==> config.mk <==
export PLATFORM = sky130hd
export DESIGN_NAME = gold_spreader_flat
export DESIGN_NICKNAME = d
export VERILOG_FILES = /design/src/rtl/gold_pkg.sv /design/src/rtl/axistream_if.sv /design/src/rtl/gold_lfsr.sv /design/src/rtl/gold_spreader.sv /design/src/flat_wrapper.sv
export SDC_FILE = /design/constraint.sdc
export NUM_CORES = 1
export LEC_CHECK = 0
export ABC_AREA = 1
export CAP_MARGIN = 20
export CORE_UTILIZATION = 49
export CTS_BUF_LIST = sky130_fd_sc_hd__clkbuf_16
export DETAILED_ROUTE_END_ITERATION = 16
export PLACE_DENSITY_LB_ADDON = 0.15
export SYNTH_ARGS = -nofsm -noshare
export SYNTH_HDL_FRONTEND = slang
export SYNTH_SLANG_ARGS = --single-unit
==> constraint.sdc <==
create_clock -name s_axis_aclk -period 1.5 [get_ports s_axis_aclk]
set_input_delay 0.3 -clock s_axis_aclk [delete_from_list [all_inputs] [get_ports s_axis_aclk]]
set_output_delay 0.3 -clock s_axis_aclk [all_outputs]
set_load 0.01 [all_outputs]
==> src/rtl/gold_pkg.sv <==
// Shared types and Gold-code generator constants for the chip spreader.
// Tap masks list the polynomial terms below x^N (bit k set for each x^k term, bit 0 always set).
package gold_pkg;

    typedef enum logic {
        ST_IDLE   = 1'b0,
        ST_SPREAD = 1'b1
    } gold_state_e;

    localparam int MAX_N = 10;

    // Preferred pairs: A = sparse m-sequence, B = its partner.
    localparam logic [MAX_N-1:0] TAPS_A_N5  = 10'h005;  // x5+x2+1
    localparam logic [MAX_N-1:0] TAPS_B_N5  = 10'h01D;  // x5+x4+x3+x2+1
    localparam logic [MAX_N-1:0] TAPS_A_N6  = 10'h003;  // x6+x+1
    localparam logic [MAX_N-1:0] TAPS_B_N6  = 10'h027;  // x6+x5+x2+x+1
    localparam logic [MAX_N-1:0] TAPS_A_N7  = 10'h009;  // x7+x3+1
    localparam logic [MAX_N-1:0] TAPS_B_N7  = 10'h00F;  // x7+x3+x2+x+1
    localparam logic [MAX_N-1:0] TAPS_A_N9  = 10'h011;  // x9+x4+1
    localparam logic [MAX_N-1:0] TAPS_B_N9  = 10'h059;  // x9+x6+x4+x3+1
    localparam logic [MAX_N-1:0] TAPS_A_N10 = 10'h009;  // x10+x3+1
    localparam logic [MAX_N-1:0] TAPS_B_N10 = 10'h10D;  // x10+x8+x3+x2+1

    function automatic bit legal_n(input int n);
        return (n == 5) || (n == 6) || (n == 7) || (n == 9) || (n == 10);
    endfunction

    function automatic logic [MAX_N-1:0] lookup_taps(input int n, input logic sel_b);
        logic [MAX_N-1:0] taps;
        taps = '0;
        case (n)
            5:       taps = sel_b ? TAPS_B_N5  : TAPS_A_N5;
            6:       taps = sel_b ? TAPS_B_N6  : TAPS_A_N6;
            7:       taps = sel_b ? TAPS_B_N7  : TAPS_A_N7;
            9:       taps = sel_b ? TAPS_B_N9  : TAPS_A_N9;
            10:      taps = sel_b ? TAPS_B_N10 : TAPS_A_N10;
            default: taps = '0;
        endcase
        return taps;
    endfunction

endpackage

==> src/rtl/axistream_if.sv <==
// Minimal AXI-Stream bundle: a word transfers on a cycle where tvalid and tready are both high;
// the master holds tdata/tvalid stable until that cycle, tready may change freely.
interface axistream_if #(
    parameter int DWIDTH = 13
) ();
    logic [DWIDTH-1:0] tdata;
    logic              tvalid;
    logic              tready;

    modport master (output tdata, output tvalid, input tready);
    modport slave  (input tdata, input tvalid, output tready);
endinterface

==> src/rtl/gold_lfsr.sv <==
// Fibonacci LFSR shifting right; bit 0 is the output, feedback enters at bit N-1.
// load has priority over advance so a reload on the last chip wins over the shift.
module gold_lfsr #(
    parameter int             N    = 5,
    parameter logic [N-1:0]   TAPS = '1
) (
    input  logic         s_axis_aclk,
    input  logic         aresetn,
    input  logic         load,
    input  logic [N-1:0] seed,
    input  logic         advance,
    output logic [N-1:0] state
);

    logic feedback;

    assign feedback = ^(state & TAPS);

    always_ff @(posedge s_axis_aclk or negedge aresetn) begin
        if (!aresetn) begin
            state <= '0;
        end else if (load) begin
            state <= seed;
        end else if (advance) begin
            state <= {feedback, state[N-1:1]};
        end
    end

endmodule

==> src/rtl/gold_spreader.sv <==
// Gold-code DSSS spreader: each data bit (LSB first) is XORed onto one full Gold code period,
// one chip per strobe cycle, with back-to-back words producing a gap-free chip stream.
module gold_spreader
    import gold_pkg::*;
#(
    parameter int SYS_CLK   = 100,
    parameter int N         = 5,
    parameter int DATA_BITS = 8
) (
    input  logic        s_axis_aclk,
    input  logic        aresetn,
    input  logic        strobe,
    axistream_if.slave  s_axis,
    output logic        phase_out,
    output logic        chip_valid,
    output logic        busy,
    output gold_state_e dbg_state
);

    localparam int L  = (1 << N) - 1;
    localparam int BW = $clog2(DATA_BITS + 1);
    localparam logic [MAX_N-1:0] TAPS_A_ALL = lookup_taps(N, 1'b0);
    localparam logic [MAX_N-1:0] TAPS_B_ALL = lookup_taps(N, 1'b1);
    localparam logic [N-1:0]     TAPS_A     = TAPS_A_ALL[N-1:0];
    localparam logic [N-1:0]     TAPS_B     = TAPS_B_ALL[N-1:0];

    if (!legal_n(N)) begin : g_bad_n
        $error("gold_spreader: N=%0d unsupported (use 5, 6, 7, 9 or 10)", N);
    end
    if (DATA_BITS < 1 || DATA_BITS > 32) begin : g_bad_data_bits
        $error("gold_spreader: DATA_BITS=%0d outside 1..32", DATA_BITS);
    end
    if (SYS_CLK <= 0) begin : g_bad_sys_clk
        $error("gold_spreader: SYS_CLK=%0d must be positive", SYS_CLK);
    end

    gold_state_e          state, state_nxt;
    logic [N-1:0]         chip_cnt;
    logic [BW-1:0]        bit_cnt;
    logic [DATA_BITS-1:0] data_q;
    logic [N-1:0]         idx_q;
    logic [N-1:0]         a_state, b_state;
    logic [N-1:0]         seed_b;
    logic                 advance, last_chip, last_bit, word_end;
    logic                 accept, reload, chip;

    assign advance   = (state == ST_SPREAD) && strobe;
    assign last_chip = (chip_cnt == N'(L - 1));
    assign last_bit  = (bit_cnt == BW'(DATA_BITS - 1));
    assign word_end  = advance && last_chip && last_bit;

    // Accept in IDLE, or on the very last chip so the next word follows without a gap.
    assign s_axis.tready = (state == ST_IDLE) || word_end;
    assign accept        = s_axis.tvalid && s_axis.tready;
    assign reload        = accept || (advance && last_chip);
    assign seed_b        = accept ? s_axis.tdata[N+DATA_BITS-1:DATA_BITS] : idx_q;

    // data_q shifts right at each bit boundary, so bit 0 is always the bit being spread.
    assign chip = a_state[0] ^ b_state[0] ^ data_q[0];

    gold_lfsr #(.N(N), .TAPS(TAPS_A)) u_lfsr_a (
        .s_axis_aclk (s_axis_aclk),
        .aresetn     (aresetn),
        .load        (reload),
        .seed        ({N{1'b1}}),
        .advance     (advance),
        .state       (a_state)
    );

    gold_lfsr #(.N(N), .TAPS(TAPS_B)) u_lfsr_b (
        .s_axis_aclk (s_axis_aclk),
        .aresetn     (aresetn),
        .load        (reload),
        .seed        (seed_b),
        .advance     (advance),
        .state       (b_state)
    );

    always_ff @(posedge s_axis_aclk or negedge aresetn) begin
        if (!aresetn) begin
            state      <= ST_IDLE;
            chip_cnt   <= '0;
            bit_cnt    <= '0;
            data_q     <= '0;
            idx_q      <= '0;
            phase_out  <= 1'b0;
            chip_valid <= 1'b0;
        end else begin
            state      <= state_nxt;
            chip_valid <= advance;
            if (advance) begin
                phase_out <= chip;
            end
            if (accept) begin
                data_q   <= s_axis.tdata[DATA_BITS-1:0];
                idx_q    <= s_axis.tdata[N+DATA_BITS-1:DATA_BITS];
                chip_cnt <= '0;
                bit_cnt  <= '0;
            end else if (advance) begin
                if (last_chip) begin
                    chip_cnt <= '0;
                    bit_cnt  <= bit_cnt + 1'b1;
                    data_q   <= data_q >> 1;
                end else begin
                    chip_cnt <= chip_cnt + 1'b1;
                end
            end
        end
    end

    always_comb begin
        state_nxt = state;
        case (state)
            ST_IDLE:   if (accept) state_nxt = ST_SPREAD;
            ST_SPREAD: if (word_end && !accept) state_nxt = ST_IDLE;
            default:   state_nxt = ST_IDLE;
        endcase
    end

    assign busy      = (state == ST_SPREAD);
    assign dbg_state = state;

endmodule

==> src/flat_wrapper.sv <==
// flat-port wrapper written by rule: the top's interface ports become plain ports
module gold_spreader_flat import gold_pkg::*;
#(
    parameter int SYS_CLK   = 100,
    parameter int N         = 5,
    parameter int DATA_BITS = 8
)
  (s_axis_aclk, aresetn, strobe, phase_out, chip_valid, busy, dbg_state, s_axis_tdata, s_axis_tvalid, s_axis_tready);
  axistream_if #(.DWIDTH((N + DATA_BITS))) s_axis_i ();
  input  logic s_axis_aclk;
  input  logic aresetn;
  input  logic strobe;
  output logic phase_out;
  output logic chip_valid;
  output logic busy;
  output gold_state_e dbg_state;
  input wire logic [$bits(s_axis_i.tdata)-1:0] s_axis_tdata;
  input wire logic [$bits(s_axis_i.tvalid)-1:0] s_axis_tvalid;
  output wire logic [$bits(s_axis_i.tready)-1:0] s_axis_tready;
  assign s_axis_i.tdata = s_axis_tdata;
  assign s_axis_i.tvalid = s_axis_tvalid;
  assign s_axis_tready = s_axis_i.tready;
  gold_spreader #(.SYS_CLK(SYS_CLK), .N(N), .DATA_BITS(DATA_BITS)) u_core (.s_axis_aclk(s_axis_aclk), .aresetn(aresetn), .strobe(strobe), .s_axis(s_axis_i), .phase_out(phase_out), .chip_valid(chip_valid), .busy(busy), .dbg_state(dbg_state));
endmodule
==> metrics.md, run 1 <==
| Metric | Value |
|---|---|
| Row cnt | 21 |
| Antenna Cells | 0 |
| Via count | 1,578 |
| Worst EP arrival | 1.36 ns |
| Die height | 62.1 microns |
| Violated checks | negative setup slack |
| Mapped Nets | 220 |
| Synth Area in Simple Gates | 21.8% |
| #FFs+latches synth | 35 |
| Ys Warns | 0 |
| Final instance area | 2600 sq um |
| Cts-stage hold buffer count | 0 |
| First-pass GRT wire length | 6590 microns |
| Largest family of logic cells by synthesized area | simple AND/OR/NAND/NOR gates |
| Internal power | 2.49 mW |
| Final Max Slew Viols | 0 |
| Total clock sinks | 35 |
| Number of fill cells | 211 |
| Clk_lat worst skew | 0.27 ns |
| Root buf cell | clkbuf_16 |
| Hold WC Path Type | primary input to async pin |
| Clock power frac | 25.8% |
| Full die area | 3860 sq um |
| CTS buffer count | 5 |
| Yosys top cell by area | dfrtp_1 |
| Number of global-route vias before repair | 1,507 |
| GRT Total Usage | 21.6% |
| Max Clock Freq | 0.604 GHz |
| Critical Path Start Type | flip-flop |
| Net Sw Power | 1.22 mW |
| Placed Instances | 279 |
| Worst Path Required | 1.20 ns |
| CTS max path bufs | 2 |
| Multi-input combinational cell area | 906 sq um |
| Final hold vios | 0 |
| Slowest library cell on the worst path | dfrtp_1 |
| DRT Pass-1 Iters | 4 |
| # DRC | 0 |
| Final Setup Violations | 22 |
| Gr ovfl total | 0 |
| Final #Nets | 269 |
| Worst-Margin Slew | 0.244 ns |
| Sequential group share of total power | 41.0% |
| Dpl cell area | 2140 sq um |
| Peak VDD IR | 0.733 mV |
| HPWL Detailed | 2560 microns |
| Post-synthesis async set-or-reset flop share | 100% |
| Status | finished, violations left |
| Mux share of post-synthesis cell area | 0% |
| Post-Synth XOR/XNOR Area | 3.46% |
| Mean post-synth cell area | 8.86 sq um |
| P per Cell Area | 1430 nW/um^2 |
| Final min period | 1.66 ns |
| Largest net degree at the start of global routing | 36 |
| Library cells used by synthesis | 29 |
| FF/Latch Area | 876 sq um |
| Port bufs | 21 |
| Crit path setup slack, layout | -0.156 ns |
| Leak Pwr | 1.20 nW |
| Tot Pwr | 3.71 mW |
| Die Wd | 62.1 microns |
| Worst setup path category | flip-flop to output port |
| Initial Util | 52.3% |
| RSZ-0062 raised after global routing | true |
| Area Growth Syn to Fin | 46.7% |
| Placeable Area | 3390 sq um |
| Dominant cells by area after synthesis | dfrtp_1 49%, inv_1 6.4%, nand2_1 6.4% |
| Crit-path most repeated cell | nand2_4 |
| Avg WL per Cell | 15.5 microns |
| Slowest stage delay, CP | 0.38 ns |
| Post-Synth Adder-Cell Area | 2.12% |
| Switch share | 33.0% |
| Slew HR | 83.6% |
| Final cell count without fillers | 296 |
| Layout cells sized above 1 | 35.6% |
| Total Routed Length | 4590 microns |
| Routability congestion estimate | 0.711 |
| Final critical-path share of the clock period | 110% |
| CTS tree | built |
| Critical path origin | u_core.chip_cnt[0]$_DFFE_PN0P_ |
| Buf/Inv on CP | 2 |
| # H-tree levels | 2 |
| Setup crit end kind | output port |
| Mapped cell area | 1770 sq um |
| Initial antenna violation count | 0 |
| Routed Antenna Nets | 0 |
| Post-synthesis compound-gate area fraction | 12.4% |
| Post-Synthesis Cells | 200 |
| CP Cell Sequence | inv_2, ha_4, nand2_4, nor2_4, nand3_2, nand2_4, buf_6 |
| Worst-path clk slew | 0.05 ns |
| Final core utilization | 76.7% |
| DR vias/cell | 5.33 |
| Pre-CTS setup slack | -0.362 ns |
| Worst r2r src | u_core.chip_cnt[0]$_DFFE_PN0P_ |
| Post-synth top area share | 49.4% |
| Max FO, Critical Path | 3 |
| Register area share after synthesis | 49.4% |
| Post-synth EDFFs | 0 |
| Combinational fraction of design power | 33.2% |
| Max-cap violations | 0 |
| Crit-path leading delay family | flip-flops |
| Main synth FF type | dfrtp_1 |
| Final Skew | 0.00528 ns |
| I/O pin total | 22 |
| Initial DRC count | 85 |
-- worst register-to-register path: cells and delay by family (launching register included) --
family | cells | cell delay (ns)
simple gates | 6 | 0.53
compound gates | 1 | 0.11
buf+inv | 3 | 0.38
flops | 1 | 0.38
fa+ha+maj | 1 | 0.14
-- cell usage after synthesis (4+ instances only) --
library cell and number:
nand3_2 4, o21ai_0 7, o21ai_1 4, a21oi_2 4, nor2_1 17, and2_1 4, nand3_1 16, a31oi_1 7
a21oi_1 4, nand2_2 5, xnor2_1 5, buf_6 4, inv_1 30, dfrtp_1 35, o22ai_1 5, nand2_1 30
-- metrics by stage --
step	hold WS (ns)	TNS [ns]
global route	0.430	-4.02
detailed placement	0.487	-6.82
CTS	0.418	-2.16
global placement	0.477	-5.89
finish	0.406	-1.97
floorplan	0.00441	0
-- final timing paths --
check | slack (ns) | end | cells past startpoint
worst max-delay path | -0.16 | s_axis_tready | 7
min in group s_axis_aclk | 0.50 | u_core.u_lfsr_a.state[3]$_DFFE_PN0P_ | 2
worst min-delay path | 0.41 | u_core.data_q[2]$_DFFE_PN0P_ | 2
worst max register to register | -0.15 | u_core.data_q[2]$_DFFE_PN0P_ | 11
worst min register to register | 0.50 | u_core.u_lfsr_a.state[3]$_DFFE_PN0P_ | 2
max in group asynchronous | 0.92 | u_core.phase_out$_DFFE_PN0P_ | 2
-- layer usage --
layer / GRT usage, % / part of all wire, %
met1: 26.4 / 38
met2: 38.6 / 56
met3: 3.86 / 3.4
met4: 6.69 / 2.4
met5: 0 / 0
-- state kept, by name, indices dropped and copies added, names as in the netlist --
signal                 cells
u_core.data_q              8
u_core.chip_cnt            5
u_core.idx_q               5
u_core.u_lfsr_a.state      5
u_core.u_lfsr_b.state      5
u_core.bit_cnt             4
u_core.busy                1
u_core.chip_valid          1
u_core.phase_out           1
-- cell type report --
class                   count  share of cell area [%]
multi-input cells         125                    34.9
flip-flops and latches     35                    33.7
repair buffers             50                    19.3
clock buffers               5                    4.81
inverters                  32                    4.62
well taps                  46                    2.21
clock inverters             3                   0.481
-- power by group through the flow --
stage | Clock [mW] | Sequential (mW) | Combinational (mW)
6_report | 0.958 | 1.52 | 1.23
5_1_grt | 1.01 | 1.56 | 1.38
4_1_cts | 0.959 | 1.49 | 1.07
3_5_place_dp | 0 | 1.49 | 1.00
3_3_place_gp | 0 | 1.46 | 0.946
2_1_floorplan | 0 | 1.46 | 0.635
-- cells by family after synthesis --
group,count (synthesis)
flip-flops,35
adder cells (fa/ha/maj),3
AO/OA/AOI/OAI,34
AND/OR/NAND/NOR,80
buffers and inverters,41
XOR/XNOR,7
-- repair_timing --
item / CTS / global route
endpoints found under the setup margin: 27 / 28
gates cloned: 0 / 3
setup buffers: 2 / 6
resized for setup: 26 / 48
pin swaps: 4 / 21
-- cells in the final DEF (no fill, tap or decap), drive strengths merged --
cell and instances:
buf 29, clkbuf 6, a221oi 1, nand3 20, xor2 2, nand2 37, clkinv 1, ha 3
and2 4, nor3 1, o21ai 13, inv 34, clkdlybuf4s50 18, dlygate4sd2 2, nor2 18, a21oi 8
dfrtp 35, xnor2 5, nand4 1, a31oi 7, o22ai 5
No activity file was read; power rests on OpenSTA's default activity.
==> run 2: changes to the inputs <==
- CELL_PAD_IN_SITES_DETAIL_PLACEMENT: default -> 0
- CELL_PAD_IN_SITES_GLOBAL_PLACEMENT: default -> 1
- CORE_UTILIZATION: 49 -> 37
==> metrics.md, run 2 (same netlist as run 1, synthesis figures left out) <==
| Metric | Value |
|---|---|
| Final min period | 1.63 ns (-0.0296 ns) |
| Multi-input combinational cell area | 842 sq um (-7.0%) |
| Number of global-route vias before repair | 1,429 (-5.2%) |
| CTS max path bufs | 2 (unchanged) |
| Worst-Margin Slew | 0.254 ns (+0.00961 ns) |
| Worst EP arrival | 1.33 ns (-0.03 ns) |
| Gr ovfl total | 0 (unchanged) |
| DR vias/cell | 4.80 (-10%) |
| FF/Latch Area | 876 sq um (unchanged) |
| Violated checks | design-rule violations, negative setup slack |
| Setup TNS | -1.41 ns (+0.561 ns) |
| Port bufs | 21 (unchanged) |
| # H-tree levels | 2 (unchanged) |
| Number of fill cells | 389 (+84%) |
| Die height | 71.2 microns (+15%) |
| CTS buffer count | 5 (unchanged) |
| Largest Register | u_core.data_q |
| Root buf cell | clkbuf_16 |
| Max-cap violations | 0 (unchanged) |
| Final instance area | 2550 sq um (-1.7%) |
| I/O pin total | 22 (unchanged) |
| Leak Pwr | 1.19 nW (-0.26%) |
| Initial DRC count | 37 (-56%) |
| Most common cell after layout, fill and taps aside | dfrtp_1 |
| CP Cell Sequence | inv_2, ha_4, nand2_4, nor2_4, nand3_2, nand2_2, buf_6 |
| Critical Path Start Type | flip-flop |
| Dpl cell area | 2170 sq um (+1.6%) |
| Via count | 1,449 (-8.2%) |
| Final Skew | 0.00519 ns (-0.0000921 ns) |
| Slowest stage delay, CP | 0.38 ns (about the same) |
| Full die area | 5070 sq um (+31%) |
| Max FO, Critical Path | 2 (-1) |
| Final hold slack | 0.395 ns (-0.0103 ns) |
| Slowest library cell on the worst path | dfrtp_1 |
| Routability congestion estimate | 0.747 (+5.1%) |
| P per Cell Area | 1400 nW/um^2 (-2.0%) |
| Max Clock Freq | 0.615 GHz (+1.8%) |
| DRT Pass-1 Iters | 10 (+6) |
| Largest register FFs | 8 (unchanged) |
| Slew HR | 83.1% (-0.52 points) |
| Final critical-path share of the clock period | 108% (-2.0 points) |
| Die Wd | 71.2 microns (+15%) |
| Antenna Cells | 0 (unchanged) |
| Worst-path clk slew | 0.05 ns (about the same) |
| Layout cells sized above 1 | 31.6% (-4.0 points) |
| Total Routed Length | 3800 microns (-17%) |
| Most frequent cells in the layout | 35 x dfrtp_1, 29 x inv_1, 25 x nand2_1 |
| CTS tree | built |
| Largest net degree at the start of global routing | 36 (unchanged) |
| Worst Path Required | 1.20 ns (about the same) |
| Routed Antenna Nets | 0 (unchanged) |
| Final #Nets | 269 (unchanged) |
| Setup crit end kind | output port |
| Hold WC Path Type | primary input to async pin |
| Initial antenna violation count | 0 (unchanged) |
| Worst setup path category | flip-flop to output port |
| First-pass GRT wire length | 6560 microns (-0.42%) |
| # DRC | 1 (+1) |
| Final Setup Violations | 22 (unchanged) |
| Row cnt | 24 (+14%) |
| Cts-stage hold buffer count | 0 (unchanged) |
| Placeable Area | 4470 sq um (+32%) |
| GRT Total Usage | 16.8% (-4.8 points) |
| Initial Util | 39.6% (-13 points) |
| R2r setup slk | -0.11 ns (+0.04 ns) |
| Area Growth Syn to Fin | 44.1% |
| Total clock sinks | 35 (unchanged) |
| Final hold vios | 0 (unchanged) |
| Peak VDD IR | 0.510 mV (-30%) |
| Crit path setup slack, layout | -0.126 ns (+0.0296 ns) |
| Clk_lat worst skew | 0.27 ns (about the same) |
| HPWL Detailed | 2590 microns (+1.1%) |
| Final Max Slew Viols | 0 (unchanged) |
| Avg WL per Cell | 12.6 microns (-19%) |
| RSZ-0062 raised after global routing | true |
| Tot Pwr | 3.58 mW (-3.7%) |
| Status | finished, violations left |
run 2: cell types whose count changed in the layout (fill, tap and decap cells not counted), moves of 3 or more:
| cell | previous run | this run |
|---|---|---|
| nand2_1 | 18 | 25 |
| nand2_4 | 8 | 3 |
| buf_6 | 11 | 7 |
| buf_4 | 16 | 19 |
| nand2_2 | 10 | 7 |
| o21ai_1 | 4 | 7 |
| o21ai_2 | 6 | 3 |
run 2: final cells by class:
cell class                 count  share of cell area (%)
clock inverter                 3                   0.441
multi-input combinational    124                    33.0
sequential                    35                    34.3
timing repair buffer          51                    20.0
tap                           52                    2.55
clock buffer                   5                    4.90
inverter                      32                    4.80
run 2: power by group:
group	leakage [nW]	total (mW)	internal [mW]	switching, mW
Clock	0.0701	0.947	0.596	0.350
Sequential	0.404	1.48	1.27	0.216
Combinational	0.720	1.15	0.616	0.529
run 2: final timing paths:
check,endpoint,start,cells past startpoint
min in group s_axis_aclk,u_core.u_lfsr_a.state[3]$_DFFE_PN0P_,u_core.u_lfsr_a.state[4]$_DFFE_PN0P_,2
max in group asynchronous,u_core.data_q[1]$_DFFE_PN0P_,aresetn,2
worst min-delay path,u_core.u_lfsr_a.state[1]$_DFFE_PN0P_,aresetn,2
worst min register to register,u_core.u_lfsr_a.state[3]$_DFFE_PN0P_,u_core.u_lfsr_a.state[4]$_DFFE_PN0P_,2
worst max register to register,u_core.u_lfsr_b.state[4]$_DFFE_PN0P_,u_core.chip_cnt[0]$_DFFE_PN0P_,11
worst max-delay path,s_axis_tready,u_core.chip_cnt[0]$_DFFE_PN0P_,7
run 2: worst max-delay path, delay by kind of cell (launching register included):
family / cells / cell delay [ns]
adder cells (fa/ha/maj): 1 / 0.13
buffers and inverters: 2 / 0.19
flip-flops: 1 / 0.38
AND/OR/NAND/NOR: 4 / 0.35
run 2: metal layers:
| layer | share of wire (%) | global-route usage, % | wire, microns |
|---|---|---|---|
| met1 | 47 | 23.0 | 1800 |
| met2 | 49 | 26.1 | 1850 |
| met3 | 3.2 | 3.99 | 121 |
| met4 | 0.71 | 6.00 | 27 |
| met5 | 0 | 0 | 0 |
run 2: what timing repair did:
item,4_1_cts,5_1_grt
resized for setup,41,15
pin swaps,9,6
buffers inserted,5,2
setup endpoints to repair,29,29
gates cloned,0,0
run 2: through the flow:
stage	util, %	std cells	setup WS [ns]
after floorplan	-	200	0.0332
after global placement	48.6	287	-0.377
after detailed placement	48.6	287	-0.386
after CTS	55.5	300	-0.158
after global routing	57.1	302	-0.201
final	57.1	302	-0.126
==> run 3: changes to the inputs <==
- MAX_ROUTING_LAYER: default -> met4
==> metrics.md, run 3 (same netlist as run 1, synthesis figures left out) <==
| Metric | Value |
|---|---|
| Final Max Slew Viols | 0 (unchanged) |
| Final critical-path share of the clock period | 108% (about the same) |
| Slew HR | 83.0% (-0.13 points) |
| Crit-path leading delay family | flip-flops |
| CTS tree | built |
| Setup crit end kind | output port |
| Final core utilization | 57.0% (-0.084 points) |
| Total clock sinks | 35 (unchanged) |
| Worst r2r src | u_core.chip_cnt[0]$_DFFE_PN0P_ |
| Port bufs | 21 (unchanged) |
| Peak VDD IR | 0.514 mV (+0.74%) |
| Critical Path Start Type | flip-flop |
| Busiest grt layer | met2 |
| HPWL Detailed | 2590 microns (unchanged) |
| Grt met3 use | 3.99% (unchanged) |
| Net Sw Power | 1.10 mW (+0.35%) |
| Slowest library cell on the worst path | dfrtp_1 |
| Tot Pwr | 3.58 mW (about the same) |
| Root buf cell | clkbuf_16 |
| Routed Antenna Nets | 0 (unchanged) |
| Crit path setup slack, layout | -0.126 ns (+0.0000630 ns) |
| Max Clock Freq | 0.615 GHz (about the same) |
| Hold WC Path Type | primary input to async pin |
| Initial DRC count | 53 (+43%) |
| Antenna Cells | 0 (unchanged) |
| Cts-stage hold buffer count | 0 (unchanged) |
| Combinational fraction of design power | 31.9% (about the same) |
| Routability congestion estimate | 0.757 (+1.3%) |
| Worst Path Required | 1.20 ns (about the same) |
| Worst-path clk slew | 0.05 ns (about the same) |
| Initial antenna violation count | 0 (unchanged) |
| Placed Instances | 287 (unchanged) |
| Internal power | 2.48 mW (about the same) |
| Layout cells sized above 1 | 31.2% (-0.40 points) |
| Full die area | 5070 sq um (unchanged) |
| Final min period | 1.63 ns (-0.0000630 ns) |
| Worst-Margin Slew | 0.255 ns (+0.00195 ns) |
| Largest Register | u_core.data_q |
| Number of fill cells | 391 (+0.51%) |
| Placeable Area | 4470 sq um (unchanged) |
| P per Cell Area | 1400 nW/um^2 (+0.21%) |
| DR vias/cell | 4.77 (-0.48%) |
| Sequential group share of total power | 41.5% (about the same) |
| Largest register FFs | 8 (unchanged) |
| Die Wd | 71.2 microns (unchanged) |
| Final hold vios | 0 (unchanged) |
| Most common cell after layout, fill and taps aside | dfrtp_1 |
| # H-tree levels | 2 (unchanged) |
| Violated checks | design-rule violations, negative setup slack |
| CTS max path bufs | 2 (unchanged) |
| Slowest stage delay, CP | 0.38 ns (about the same) |
| Final cell count without fillers | 302 (unchanged) |
| CP Cell Sequence | inv_2, ha_4, nand2_4, nor2_4, nand3_2, nand2_2, buf_6 |
| Reg2Reg Depth | 11 (unchanged) |
| Global routing usage on met2 | 26.0% (-0.11 points) |
| Final Setup Violations | 22 (unchanged) |
| Gr ovfl total | 0 (unchanged) |
| Worst setup path category | flip-flop to output port |
| Area Growth Syn to Fin | 43.9% |
| Pre-CTS setup slack | -0.386 ns (unchanged) |
| I/O pin total | 22 (unchanged) |
| Avg WL per Cell | 12.7 microns (+1.0%) |
| Setup TNS | -1.40 ns (+0.0187 ns) |
| CTS buffer count | 5 (unchanged) |
| Clk_lat worst skew | 0.28 ns (about the same) |
| Buf/Inv on CP | 2 (unchanged) |
| Met1 GRT Util | 23.2% (+0.18 points) |
| Final Skew | 0.00503 ns (-0.000159 ns) |
| R2r setup slk | -0.11 ns (about the same) |
| Status | finished, violations left |
| Most frequent cells in the layout | 35 x dfrtp_1, 29 x inv_1, 25 x nand2_1 |
| Switch share | 30.7% (+0.088 points) |
| Multi-input combinational cell area | 838 sq um (-0.45%) |
| FF/Latch Area | 876 sq um (unchanged) |
| Total Routed Length | 3840 microns (+1.0%) |
| Row cnt | 24 (unchanged) |
| Final #Nets | 269 (unchanged) |
| Initial Util | 39.6% (unchanged) |
| Worst EP arrival | 1.33 ns (about the same) |
| FF-to-FF End | u_core.bit_cnt[3]$_DFFE_PN0P_ |
| Largest net degree at the start of global routing | 36 (unchanged) |
| Via count | 1,442 (-0.48%) |
| Leak Pwr | 1.19 nW (about the same) |
| Max FO, Critical Path | 2 (unchanged) |
| DRT Pass-1 Iters | 10 (unchanged) |
| Max-cap violations | 0 (unchanged) |
| GRT Total Usage | 17.4% (+0.55 points) |
| RSZ-0062 raised after global routing | true |
| # DRC | 1 (unchanged) |
| Clock power frac | 26.6% (about the same) |
| Number of global-route vias before repair | 1,426 (-0.21%) |
| Die height | 71.2 microns (unchanged) |
| First-pass GRT wire length | 6580 microns (+0.32%) |
==> run 3: cell counts in the layout (fill, tap and decap cells not counted) <==
Identical to the previous run, type by type.
==> run 3: power by group through the flow <==
stage | Clock, mW | Combinational [mW] | Sequential, mW
6_report | 0.953 | 1.14 | 1.48
5_1_grt | 1.03 | 1.28 | 1.53
4_1_cts | 0.984 | 1.10 | 1.48
3_5_place_dp | 0 | 1.03 | 1.48
3_3_place_gp | 0 | 0.988 | 1.47
2_1_floorplan | 0 | 0.635 | 1.46
==> run 3: timing repair <==
action | CTS | global route
gates resized for setup | 41 | 14
buffers inserted | 5 | 2
pin swaps | 9 | 6
endpoints found under the hold margin | 0 | 0
setup endpoints to repair | 29 | 29
==> run 3: metrics by stage <==
| stage | instance area (sq um) | hold WS, ns |
|---|---|---|
| final | 2550 | 0.397 |
| after global routing | 2550 | 0.413 |
| after CTS | 2480 | 0.402 |
| after detailed placement | 2170 | 0.491 |
| after global placement | 2170 | 0.475 |
| after floorplan | 1770 | 0.00441 |
==> run 3: routing by layer <==
metal  up-vias  wire, microns
met5         -              0
met1       675           1840
met2        25           1800
met3         6            143
li1        736              -
met4         0             57
==> run 3: worst register-to-register path: stages, from the launching register on <==
cell and delay, ns:
dfrtp_1 0.38, inv_2 0.08, ha_4 0.13, nand2_4 0.04, nor2_4 0.13, buf_6 0.12
inv_4 0.03, o21ai_4 0.20, buf_6 0.17, nand2_4 0.06, o21ai_2 0.12, a21oi_2 0.04
==> run 3: worst max-delay path by stage <==
stage / from / endpoint / slack, ns / depth (start not counted)
floorplan: u_core.chip_cnt[0]$_DFFE_PN0P_ / u_core.bit_cnt[3]$_DFFE_PN0P_ / 0.03 / 10
global placement: strobe / s_axis_tready / -0.38 / 6
detailed placement: strobe / s_axis_tready / -0.39 / 6
CTS: u_core.chip_cnt[0]$_DFFE_PN0P_ / s_axis_tready / -0.16 / 7
global route: u_core.chip_cnt[0]$_DFFE_PN0P_ / u_core.data_q[2]$_DFFE_PN0P_ / -0.20 / 10
finish: u_core.chip_cnt[0]$_DFFE_PN0P_ / s_axis_tready / -0.13 / 7
==> run 3: layout make-up <==
type                       count  share of cell area [%]
sequential                    35                    34.3
multi-input combinational    124                    32.9
timing repair buffer          51                    20.1
clock buffer                   5                    4.91
inverter                      32                    4.81
tap                           52                    2.55
clock inverter                 3                   0.442
